## src/rtl/spi_pkg.sv

```systemverilog
// Shared types and address map for the SPI master.
package spi_pkg;

    typedef enum logic [1:0] {
        ST_IDLE  = 2'd0,
        ST_LEAD  = 2'd1,
        ST_XFER  = 2'd2,
        ST_TRAIL = 2'd3
    } spi_state_e;

    localparam logic ADR_DATA = 1'b0;
    localparam logic ADR_CS   = 1'b1;

endpackage

```

## src/rtl/spi_master_if.sv

```systemverilog
// Wishbone register port of the SPI master; signal names are seen from the slave side.
interface spi_master_if;
    logic        wb_spi_cyc_i;
    logic        wb_spi_stb_i;
    logic        wb_spi_we_i;
    logic        wb_spi_ack_o;
    logic        wb_spi_adr_i;
    logic [31:0] wb_spi_dat_i;
    logic [31:0] wb_spi_dat_o;

    modport master (
        output wb_spi_cyc_i, wb_spi_stb_i, wb_spi_we_i, wb_spi_adr_i, wb_spi_dat_i,
        input  wb_spi_ack_o, wb_spi_dat_o
    );

    modport slave (
        input  wb_spi_cyc_i, wb_spi_stb_i, wb_spi_we_i, wb_spi_adr_i, wb_spi_dat_i,
        output wb_spi_ack_o, wb_spi_dat_o
    );
endinterface

```

## src/rtl/spi_presc_cnt.sv

```systemverilog
// Half-period timer: counts 0..H-1 while enabled and strobes tick on the wrap cycle.
module spi_presc_cnt (
    input  logic       clk_i,
    input  logic       rst_in,
    input  logic       en_i,
    input  logic [4:0] h_i,
    output logic       tick_o
);
    logic [4:0] cnt_q, cnt_d;

    assign tick_o = en_i && (cnt_q == h_i - 5'd1);

    // Reload on wrap and hold at zero while disabled so every phase starts aligned.
    always_comb begin
        cnt_d = cnt_q;
        if (!en_i || tick_o) cnt_d = '0;
        else                 cnt_d = cnt_q + 5'd1;
    end

    // Counter register.
    always_ff @(posedge clk_i or negedge rst_in) begin
        if (!rst_in) cnt_q <= '0;
        else         cnt_q <= cnt_d;
    end
endmodule

```

## src/rtl/spi_master.sv

```systemverilog
// SPI master with a two-word Wishbone port: DATA starts a 1..4 byte transfer, CS holds manual select.
module spi_master
    import spi_pkg::*;
(
    input  logic         clk_i,
    input  logic         rst_in,
    spi_master_if.slave  wb,
    input  logic [3:0]   spi_presc_i,
    input  logic         spi_cpol_i,
    input  logic         spi_cpha_i,
    input  logic         spi_auto_cs_i,
    input  logic [1:0]   spi_size_i,
    output logic         spi_rdy_o,
    output logic         spi_sck_o,
    output logic         spi_cs_on,
    output logic         spi_mosi_o,
    input  logic         spi_miso_i
);
    spi_state_e  state_q, state_d;
    logic [3:0]  presc_q, presc_d;
    logic        cpol_q, cpol_d, cpha_q, cpha_d, auto_cs_q, auto_cs_d;
    logic [1:0]  size_q, size_d;
    logic [31:0] tx_q, tx_d, rx_sh_q, rx_sh_d, rx_q, rx_d;
    logic [4:0]  bit_q, bit_d;
    logic        half_q, half_d, sck_q, sck_d, cs_req_q, cs_req_d;

    logic        wb_req, wr_data, wr_cs, start, tick, last_half, do_sample, do_shift;
    logic [4:0]  h;

    assign h         = {1'b0, presc_q} + 5'd1;
    // Second half of the final bit: the closing boundary returns SCK to idle, no edge.
    assign last_half = half_q && (bit_q == {size_q, 3'b111});

    assign wb_req  = wb.wb_spi_cyc_i & wb.wb_spi_stb_i;
    assign wr_data = wb_req & wb.wb_spi_we_i & (wb.wb_spi_adr_i == ADR_DATA);
    assign wr_cs   = wb_req & wb.wb_spi_we_i & (wb.wb_spi_adr_i == ADR_CS);
    assign start   = wr_data & (state_q == ST_IDLE);

    // A data write while busy is stalled until the engine is back in IDLE.
    assign wb.wb_spi_ack_o = wb_req & ~(wr_data & (state_q != ST_IDLE));
    assign wb.wb_spi_dat_o = (wb.wb_spi_adr_i == ADR_CS) ? {31'b0, cs_req_q} : rx_q;

    assign spi_rdy_o  = (state_q == ST_IDLE);
    // Idle SCK follows the live CPOL input but is forced low while reset is held.
    assign spi_sck_o  = spi_rdy_o ? (spi_cpol_i & rst_in) : sck_q;
    // TX data is left-aligned at load, so bit 31 is always the bit on the wire.
    assign spi_mosi_o = ~spi_rdy_o & tx_q[31];
    assign spi_cs_on  = (~spi_rdy_o & auto_cs_q) ? 1'b0 : ~cs_req_q;

    spi_presc_cnt u_presc (
        .clk_i  (clk_i),
        .rst_in (rst_in),
        .en_i   (~spi_rdy_o),
        .h_i    (h),
        .tick_o (tick)
    );

    // Next-state, SCK, shift and register-write logic.
    always_comb begin
        state_d   = state_q;
        presc_d   = presc_q;
        cpol_d    = cpol_q;
        cpha_d    = cpha_q;
        auto_cs_d = auto_cs_q;
        size_d    = size_q;
        tx_d      = tx_q;
        rx_sh_d   = rx_sh_q;
        rx_d      = rx_q;
        bit_d     = bit_q;
        half_d    = half_q;
        sck_d     = sck_q;
        cs_req_d  = cs_req_q;
        do_sample = 1'b0;
        do_shift  = 1'b0;
        case (state_q)
            ST_IDLE: if (start) begin
                state_d   = ST_LEAD;
                presc_d   = spi_presc_i;
                cpol_d    = spi_cpol_i;
                cpha_d    = spi_cpha_i;
                auto_cs_d = spi_auto_cs_i;
                size_d    = spi_size_i;
                tx_d      = wb.wb_spi_dat_i << {~spi_size_i, 3'b000};
                rx_sh_d   = '0;
                bit_d     = '0;
                half_d    = 1'b0;
                sck_d     = spi_cpol_i;
            end
            // LEAD tick is the first leading edge; with CPHA=1 the MSB is already out.
            ST_LEAD: if (tick) begin
                state_d   = ST_XFER;
                sck_d     = ~cpol_q;
                do_sample = ~cpha_q;
            end
            // half_q=0 ends on a trailing edge, half_q=1 on a leading edge.
            ST_XFER: if (tick) begin
                if (last_half) begin
                    state_d = ST_TRAIL;
                    sck_d   = cpol_q;
                end else begin
                    sck_d     = ~sck_q;
                    half_d    = ~half_q;
                    if (half_q) bit_d = bit_q + 5'd1;
                    do_sample = half_q ^ cpha_q;
                    do_shift  = ~(half_q ^ cpha_q);
                end
            end
            ST_TRAIL: if (tick) begin
                state_d = ST_IDLE;
                rx_d    = rx_sh_q;
            end
            default: state_d = ST_IDLE;
        endcase
        if (do_sample) rx_sh_d = {rx_sh_q[30:0], spi_miso_i};
        if (do_shift)  tx_d    = {tx_q[30:0], 1'b0};
        if (wr_cs)     cs_req_d = wb.wb_spi_dat_i[0];
    end

    // State and datapath registers; reset aborts any transfer immediately.
    always_ff @(posedge clk_i or negedge rst_in) begin
        if (!rst_in) begin
            state_q   <= ST_IDLE;
            presc_q   <= '0;
            cpol_q    <= 1'b0;
            cpha_q    <= 1'b0;
            auto_cs_q <= 1'b0;
            size_q    <= '0;
            tx_q      <= '0;
            rx_sh_q   <= '0;
            rx_q      <= '0;
            bit_q     <= '0;
            half_q    <= 1'b0;
            sck_q     <= 1'b0;
            cs_req_q  <= 1'b0;
        end else begin
            state_q   <= state_d;
            presc_q   <= presc_d;
            cpol_q    <= cpol_d;
            cpha_q    <= cpha_d;
            auto_cs_q <= auto_cs_d;
            size_q    <= size_d;
            tx_q      <= tx_d;
            rx_sh_q   <= rx_sh_d;
            rx_q      <= rx_d;
            bit_q     <= bit_d;
            half_q    <= half_d;
            sck_q     <= sck_d;
            cs_req_q  <= cs_req_d;
        end
    end
endmodule

```

## src/flat_wrapper.sv

```systemverilog
// flat-port wrapper written by rule: the top's interface ports become plain ports
module spi_master_flat import spi_pkg::*;
  (clk_i, rst_in, spi_presc_i, spi_cpol_i, spi_cpha_i, spi_auto_cs_i, spi_size_i, spi_rdy_o, spi_sck_o, spi_cs_on, spi_mosi_o, spi_miso_i, wb_wb_spi_cyc_i, wb_wb_spi_stb_i, wb_wb_spi_we_i, wb_wb_spi_adr_i, wb_wb_spi_dat_i, wb_wb_spi_ack_o, wb_wb_spi_dat_o);
  spi_master_if wb_i ();
  input  logic clk_i;
  input  logic rst_in;
  input  logic [3:0] spi_presc_i;
  input  logic spi_cpol_i;
  input  logic spi_cpha_i;
  input  logic spi_auto_cs_i;
  input  logic [1:0] spi_size_i;
  output logic spi_rdy_o;
  output logic spi_sck_o;
  output logic spi_cs_on;
  output logic spi_mosi_o;
  input  logic spi_miso_i;
  input wire logic [$bits(wb_i.wb_spi_cyc_i)-1:0] wb_wb_spi_cyc_i;
  input wire logic [$bits(wb_i.wb_spi_stb_i)-1:0] wb_wb_spi_stb_i;
  input wire logic [$bits(wb_i.wb_spi_we_i)-1:0] wb_wb_spi_we_i;
  input wire logic [$bits(wb_i.wb_spi_adr_i)-1:0] wb_wb_spi_adr_i;
  input wire logic [$bits(wb_i.wb_spi_dat_i)-1:0] wb_wb_spi_dat_i;
  output wire logic [$bits(wb_i.wb_spi_ack_o)-1:0] wb_wb_spi_ack_o;
  output wire logic [$bits(wb_i.wb_spi_dat_o)-1:0] wb_wb_spi_dat_o;
  assign wb_i.wb_spi_cyc_i = wb_wb_spi_cyc_i;
  assign wb_i.wb_spi_stb_i = wb_wb_spi_stb_i;
  assign wb_i.wb_spi_we_i = wb_wb_spi_we_i;
  assign wb_i.wb_spi_adr_i = wb_wb_spi_adr_i;
  assign wb_i.wb_spi_dat_i = wb_wb_spi_dat_i;
  assign wb_wb_spi_ack_o = wb_i.wb_spi_ack_o;
  assign wb_wb_spi_dat_o = wb_i.wb_spi_dat_o;
  spi_master u_core (.clk_i(clk_i), .rst_in(rst_in), .wb(wb_i), .spi_presc_i(spi_presc_i), .spi_cpol_i(spi_cpol_i), .spi_cpha_i(spi_cpha_i), .spi_auto_cs_i(spi_auto_cs_i), .spi_size_i(spi_size_i), .spi_rdy_o(spi_rdy_o), .spi_sck_o(spi_sck_o), .spi_cs_on(spi_cs_on), .spi_mosi_o(spi_mosi_o), .spi_miso_i(spi_miso_i));
endmodule
```

## config.mk

```make
export PLATFORM = sky130hd
export DESIGN_NAME = spi_master_flat
export DESIGN_NICKNAME = d
export VERILOG_FILES = /design/src/rtl/spi_pkg.sv /design/src/rtl/spi_master_if.sv /design/src/rtl/spi_presc_cnt.sv /design/src/rtl/spi_master.sv /design/src/flat_wrapper.sv
export SDC_FILE = /design/constraint.sdc
export NUM_CORES = 1
export LEC_CHECK = 0
export CORE_AREA = 4 4 138 107
export CTS_BUF_LIST = sky130_fd_sc_hd__clkbuf_4 sky130_fd_sc_hd__clkbuf_8
export DETAILED_ROUTE_END_ITERATION = 12
export DIE_AREA = 0 0 142 111
export PLACE_DENSITY = 0.67
export SETUP_SLACK_MARGIN = 0.5
export SLEW_MARGIN = 20
export SYNTH_ARGS = -nofsm -noshare
export SYNTH_HDL_FRONTEND = slang
export SYNTH_SLANG_ARGS = --single-unit
export TNS_END_PERCENT = 5
```

## constraint.sdc

```tcl
create_clock -name clk_i -period 2.8 [get_ports clk_i]
set_clock_uncertainty 0.15 [all_clocks]
set_input_delay 0.42 -clock clk_i [delete_from_list [all_inputs] [get_ports clk_i]]
set_output_delay 0.42 -clock clk_i [all_outputs]
set_load 0.03 [all_outputs]
```

======== Yosys cells after proc, flatten, opt, wreduce, memory -nomap -nowiden ========
Cells that the tools add are included.
storage, ports and cells
  register bits ........................... 120
  input port bits ......................... 48
  output and inout port bits .............. 37
  logic and storage cells ................. 108
cells by class
  add/subtract/negate cells ............... 4
  equality and inequality tests ........... 12
  shifts and indexed selects .............. 1
  muxes and demuxes ....................... 37
  bitwise operators ....................... 21
  reductions and logical operators ........ 19
operators by type and width
  operator                                                count
  2-to-1 mux 32 bit                                       7
  << shifter 32 x 5 -> 32 bit                             1
  2-to-1 mux 5 bit                                        5
  2-to-1 mux 1 bit                                        15
  nonzero test 2 bit                                      6
  adder 5 x 1 -> 5 bit (second input constant)            2
  bitwise AND 1 bit                                       10
  == test 5 bit                                           2
  2-to-1 mux 2 bit                                        5
  inequality test 2 bit (second input constant)           5
  one-hot mux 5 bit (2 select lines)                      1
  AND reduction 5 bit                                     2
  NOT 1 bit                                               9
  one-hot mux 2 bit (4 select lines)                      1
  AND reduction 2 bit                                     4
  AND reduction 4 bit                                     2
  adder 4 x 1 -> 5 bit (second input constant)            1
  subtractor 5 x 1 -> 5 bit (second input constant)       1
  == test 2 bit (second input constant)                   2
  inequality test 2 x 1 -> 1 bit (second input constant)  2
  one-hot mux 1 bit (2 select lines)                      2
  one-hot mux 1 bit (3 select lines)                      1
  nonzero test 3 bit                                      1
  == test 2 x 1 -> 1 bit (second input constant)          1
  other kinds (5)                                         6

======== Logic depth before layout (Yosys ltp) ========
  word-level depth ........................ 8
  mapped depth ............................ 9
  mapped depth without buffers ............ 7

======== By module ========
Synthesis repeated with hierarchy kept, for this count alone.
second synthesis, totals
  cell total of the unflattened synthesis .. 594
  area total of the unflattened synthesis .. 6542.5 um2
by module, submodules not included
  module         instances  cells each  area each (um2)
  spi_master     1          556         6189.7
  spi_presc_cnt  1          38          352.8

======== Least setup slack after synthesis ========
Ideal clock, no wire load.
  path type ............................... reg-to-reg
  from .................................... register u_core.state_q[0]
  to ...................................... register u_core.bit_q[3]
  setup time .............................. 0.124 ns
  arrival ................................. 2.308 ns
  data required time ...................... 2.526 ns
  slack ................................... 0.218 ns
  stages on the path, launching flop included .. 9
  buffers on the path ..................... 2
  clock period less this slack ............ 2.582 ns
  path through ............................ dfrtp_1 inv_1 ha_1 buf_2 or3_1 buf_6 nor4b_4 a41oi_1 o31a_1
between the ends
  cells in the longest elaborated chain, start to end .. 5
  elaborated cells on any way between the ends .. 12
  those cells by class .................... eq/ne: 5; mux: 1; bitwise: 2; reduce/logical: 4
ends and longest elaborated chain
  element                          RTL line             source
  start, declared                  spi_master.sv:19     spi_state_e state_q, state_d;
  start signal, assigned           spi_master.sv:136    state_q <= state_d;
  zero test 2 bit *                spi_master.sv:43     assign spi_rdy_o = (state_q == ST_IDLE);
  net spi_rdy_o                    flat_wrapper.sv:12   output logic spi_rdy_o;
  NOT 1 bit                        spi_master.sv:53     .en_i (~spi_rdy_o),
  logical AND 1 bit                spi_presc_cnt.sv:11  assign tick_o = en_i && (cnt_q == h_i - 5'd1);
  inequality test 2 bit (no line)  --
  AND reduction 5 bit (no line)    --
  end signal, assigned             spi_master.sv:145    bit_q <= bit_d;
  end, declared                    spi_master.sv:24     logic [4:0] bit_q, bit_d;
The timed path passes the listed nets; every way through them passes the cells marked *.
A chain may end at the register's enable or synchronous reset.

======== Final worst setup path ========
  from .................................... register u_core.state_q[1]
  to ...................................... output port spi_cs_on
between the ends
  cells in the longest elaborated chain, start to end .. 4
ends and longest elaborated chain
  element            RTL line            source
  zero test 2 bit    spi_master.sv:43
  NOT 1 bit          spi_master.sv:48    assign spi_cs_on = (~spi_rdy_o & auto_cs_q) ? 1'b0 : ~cs_req_q;
  bitwise AND 1 bit  spi_master.sv:48
  2-to-1 mux 1 bit   spi_master.sv:48
  end, declared      flat_wrapper.sv:14  output logic spi_cs_on;
Every way passes these cells.

==> results.py <==
metrics = {
    "worst_setup_path": {
        "r2r_cells": 7,
        "worstPathMaxFanout": 10,
        "r2r-end": "u_core.rx_q[19]",
        "cp_cell_sequence": "inv_2, ha_4, inv_1, a21oi_1, buf_2",
        "path_class": "reg -> out",
        "slowest_delay_ns": 0.43,
        "critPathRequiredTime_ns": 2.23,
        "cpMaxStageDelayCell": "dfrtp_1",
        "setup.worst_path.start": "u_core.state_q[1]",
        "start_kind": "flop",
        "arrival_ns": 1.81,
        "r2r_start": "u_core.state_q[1]",
        "endpoint": "spi_cs_on",
        "r2r_slack_ns": 0.47,
        "end_kind": "output pin",
    },
    "drt": {
        "post_drt_via_cell_ratio": 5.28,
        "drtAntennaViolNets": 0,
        "drtPass1Iterations": 5,
        "routed_wl_mm": 13.9,
        "vias": 4637,
        "drt_iter0_drc": 317,
        "drc_errors": 0,
        "avgRoutedWirePerCell_microns": 15.8,
    },
    "logic_synthesis": {
        "ys_ff_latch": 120,
        "yosys_warnings": 0,
        "syn-num-nets": 666,
        "synth.area.top_cells": "dfrtp_1, mux2_2, nand2_1, o21ai_0, nor2b_1",
        "ys_seq_area_share_pct": 50.6,
        "synthArstFlopShare_pct": 100,
        "synth_edf_count": 0,
        "yosysTopAreaCellShare_pct": 50.6,
        "ys.flop_type": "dfrtp_1",
        "yosys.cell_types.count": 46,
        "syn_inst": 611,
        "syn_avg_cell_area_sq_um": 9.71,
        "synth_top_area_cell": "dfrtp_1",
        "syn_area_sq_um": 5930,
    },
    "sta": {
        "fin_crit_sh_pct": 84.9,
        "fin_crit_ns": 2.38,
        "maxSlewViolCount": 0,
        "hold_violations": 0,
        "tns_ns": 0,
        "tightest_slew_ns": 0.681,
        "rsz0062_at_grt": "true",
        "fmax_ghz": 0.421,
        "setup_viol": 0,
        "max_slew_margin_pct": 54.3,
    },
    "placement": {
        "gp_congestion": 0.851,
        "hpwlAfterDp_mm": 9.39,
        "placed_area_sq_um": 6890,
        "portBuffers": 84,
        "dp.cells": 842,
    },
    "cells_and_area": {
        "drive_gt1_share_pct": 21.2,
        "mostFrequentLayoutCell": "nand2_1",
        "final_cell_mix": "nand2_1, dfrtp_1, mux2_2, o21ai_0, clkdlybuf4s50_1",
        "n_antenna_cell": 0,
        "instances_no_fill": 879,
        "final_area_sq_um": 7350,
        "fin_nets": 746,
        "syn_to_final_growth_pct": 24.0,
    },
    "floorplanning": {
        "rows": 37,
        "die_y_microns": 111,
        "die_x_microns": 142,
        "pin_count": 85,
        "core_area_sq_um": 13500,
        "start_util_pct": 44.0,
        "dieArea_sq_um": 15800,
    },
    "clock_tree": {
        "cts.sinks": 120,
        "clk_latency_ns": 0.43,
        "clockRootBuffer": "clkbuf_8",
        "cts_tree": "yes",
        "cts.clk_slew.worst_paths_ns": 0.08,
        "cts_max_level": 4,
        "cts_buffers": 17,
        "clockBufferDepth": 2,
    },
    "global_route": {
        "antenna_found_initial": 0,
        "grt_pass1_vias": 4628,
        "grt_first_pass_wirelength_mm": 22.9,
        "grt_max_degree": 121,
        "grt_use_total_pct": 17.8,
        "grt_overflow": 0,
        "use_met3_pct": 3.88,
        "globalRouteMet1Util_pct": 24.9,
        "busiest_layer": "met2",
        "use_met2_pct": 27.7,
    },
    "status": {
        "status": "completed",
    },
    "flow_run": {
        "drv_cap": 0,
    },
    "power": {
        "p_leak_nw": 3.30,
        "power_w": 0.00749,
        "ir_worst_vdd_mv": 0.479,
        "power_density_nw_per_um2": 1020,
    },
    "worst_hold_path": {
        "min_path_type": "reg -> reg",
    },
}
-- how the worst min path moves through the flow --
stage | endpoint | depth (start not counted) | slack (ns) | startpoint
global placement | u_core.tx_q[18] | 2 | 0.31 | u_core.tx_q[17]
global route | u_core.auto_cs_q | 2 | 0.36 | u_core.auto_cs_q
detailed placement | u_core.auto_cs_q | 2 | 0.31 | u_core.auto_cs_q
floorplan | u_core.auto_cs_q | 0 | -0.03 | rst_in
finish | u_core.tx_q[18] | 2 | 0.33 | u_core.tx_q[17]
CTS | u_core.tx_q[23] | 2 | 0.34 | u_core.tx_q[22]
-- routing by layer --
metal	share of wire (%)	wire length [microns]
met2	48	6710
met4	1.2	161
met1	47	6490
met3	4.1	567
met5	0	0
-- cell usage after synthesis (2+ instances only) --
cell      count
nor2b_1      33
a221o_1       8
xor2_1        5
nor2_1       33
mux2_2       51
buf_2        11
and3b_1       2
buf_1         5
a21oi_1       7
o211ai_1     10
and3_1        2
nand3_1      20
nand2_1     142
nor3_1        3
or3_1         2
o21ai_1       3
a21o_1        2
inv_1         9
a31oi_1      24
o21ai_0      50
mux2i_1      11
xnor2_1       4
and2_1        2
dfrtp_1     120
nand4_1       2
clkbuf_1     24
ha_1          7
-- repair_timing --
item | in CTS | in global routing
endpoints found under the hold margin | 43 | 0
resized for setup | 15 | 7
setup buffers | 0 | 3
hold buffers | 1 | 0
cloned | 0 | 1
pin swaps | 1 | 2
setup endpoints to repair | 74 | 94
-- cell type report --
type	instances	area [sq um]
clock buffer	18	241
tap	175	219
inverter	9	33.8
clock inverter	14	174
multi-input combinational	441	2740
sequential	120	3000
fill	1170	6120
timing repair buffer	102	938
-- per-stage QoR --
step | utilization [%] | worst slack (ns) | hold WS, ns
finish | 54.6 | 0.424 | 0.334
global route | 54.6 | 0.333 | 0.363
CTS | 54.2 | 0.270 | 0.337
global placement | 51.1 | 0.284 | 0.308
detailed placement | 51.1 | 0.260 | 0.313
floorplan | - | 0.379 | -0.0256
-- cells by family after synthesis --
family                   share of synthesized area, %
AND/OR/NAND/NOR                                  18.6
flip-flops                                       50.6
AO/OA/AOI/OAI                                    12.9
multiplexers                                     11.5
buffers and inverters                            3.52
XOR/XNOR                                         1.33
adder cells (fa/ha/maj)                          1.48
-- flip-flops by register name, summed over array words and instances, names as in the netlist --
| signal | count |
|---|---|
| u_core.sck_q | 1 |
| u_core.state_q | 2 |
| u_core.rx_sh_q | 32 |
| u_core.cpha_q | 1 |
| u_core.bit_q | 5 |
| u_core.auto_cs_q | 1 |
| u_core.u_presc.cnt_q | 5 |
| u_core.cpol_q | 1 |
| u_core.tx_q | 32 |
| u_core.presc_q | 4 |
| u_core.size_q | 2 |
| u_core.cs_req_q | 1 |
| u_core.half_q | 1 |
| u_core.rx_q | 32 |
-- critical path: cells and delay by family, from the launching register on --
| family | cells | cell delay [ns] |
|---|---|---|
| adders and majority gates | 1 | 0.22 |
| AOI/OAI and AO/OA | 1 | 0.22 |
| buffers and inverters | 3 | 0.51 |
| DFF | 1 | 0.43 |
-- report_power, final --
part           internal [W]  total, W  switching, W  leakage [nW]
clock network      0.000895   0.00162      0.000727         0.199
logic               0.00125   0.00282       0.00157          1.60
registers           0.00253   0.00305      0.000516          1.50
total               0.00467   0.00749       0.00282          3.30
No activity file was read; power rests on OpenSTA's default activity.
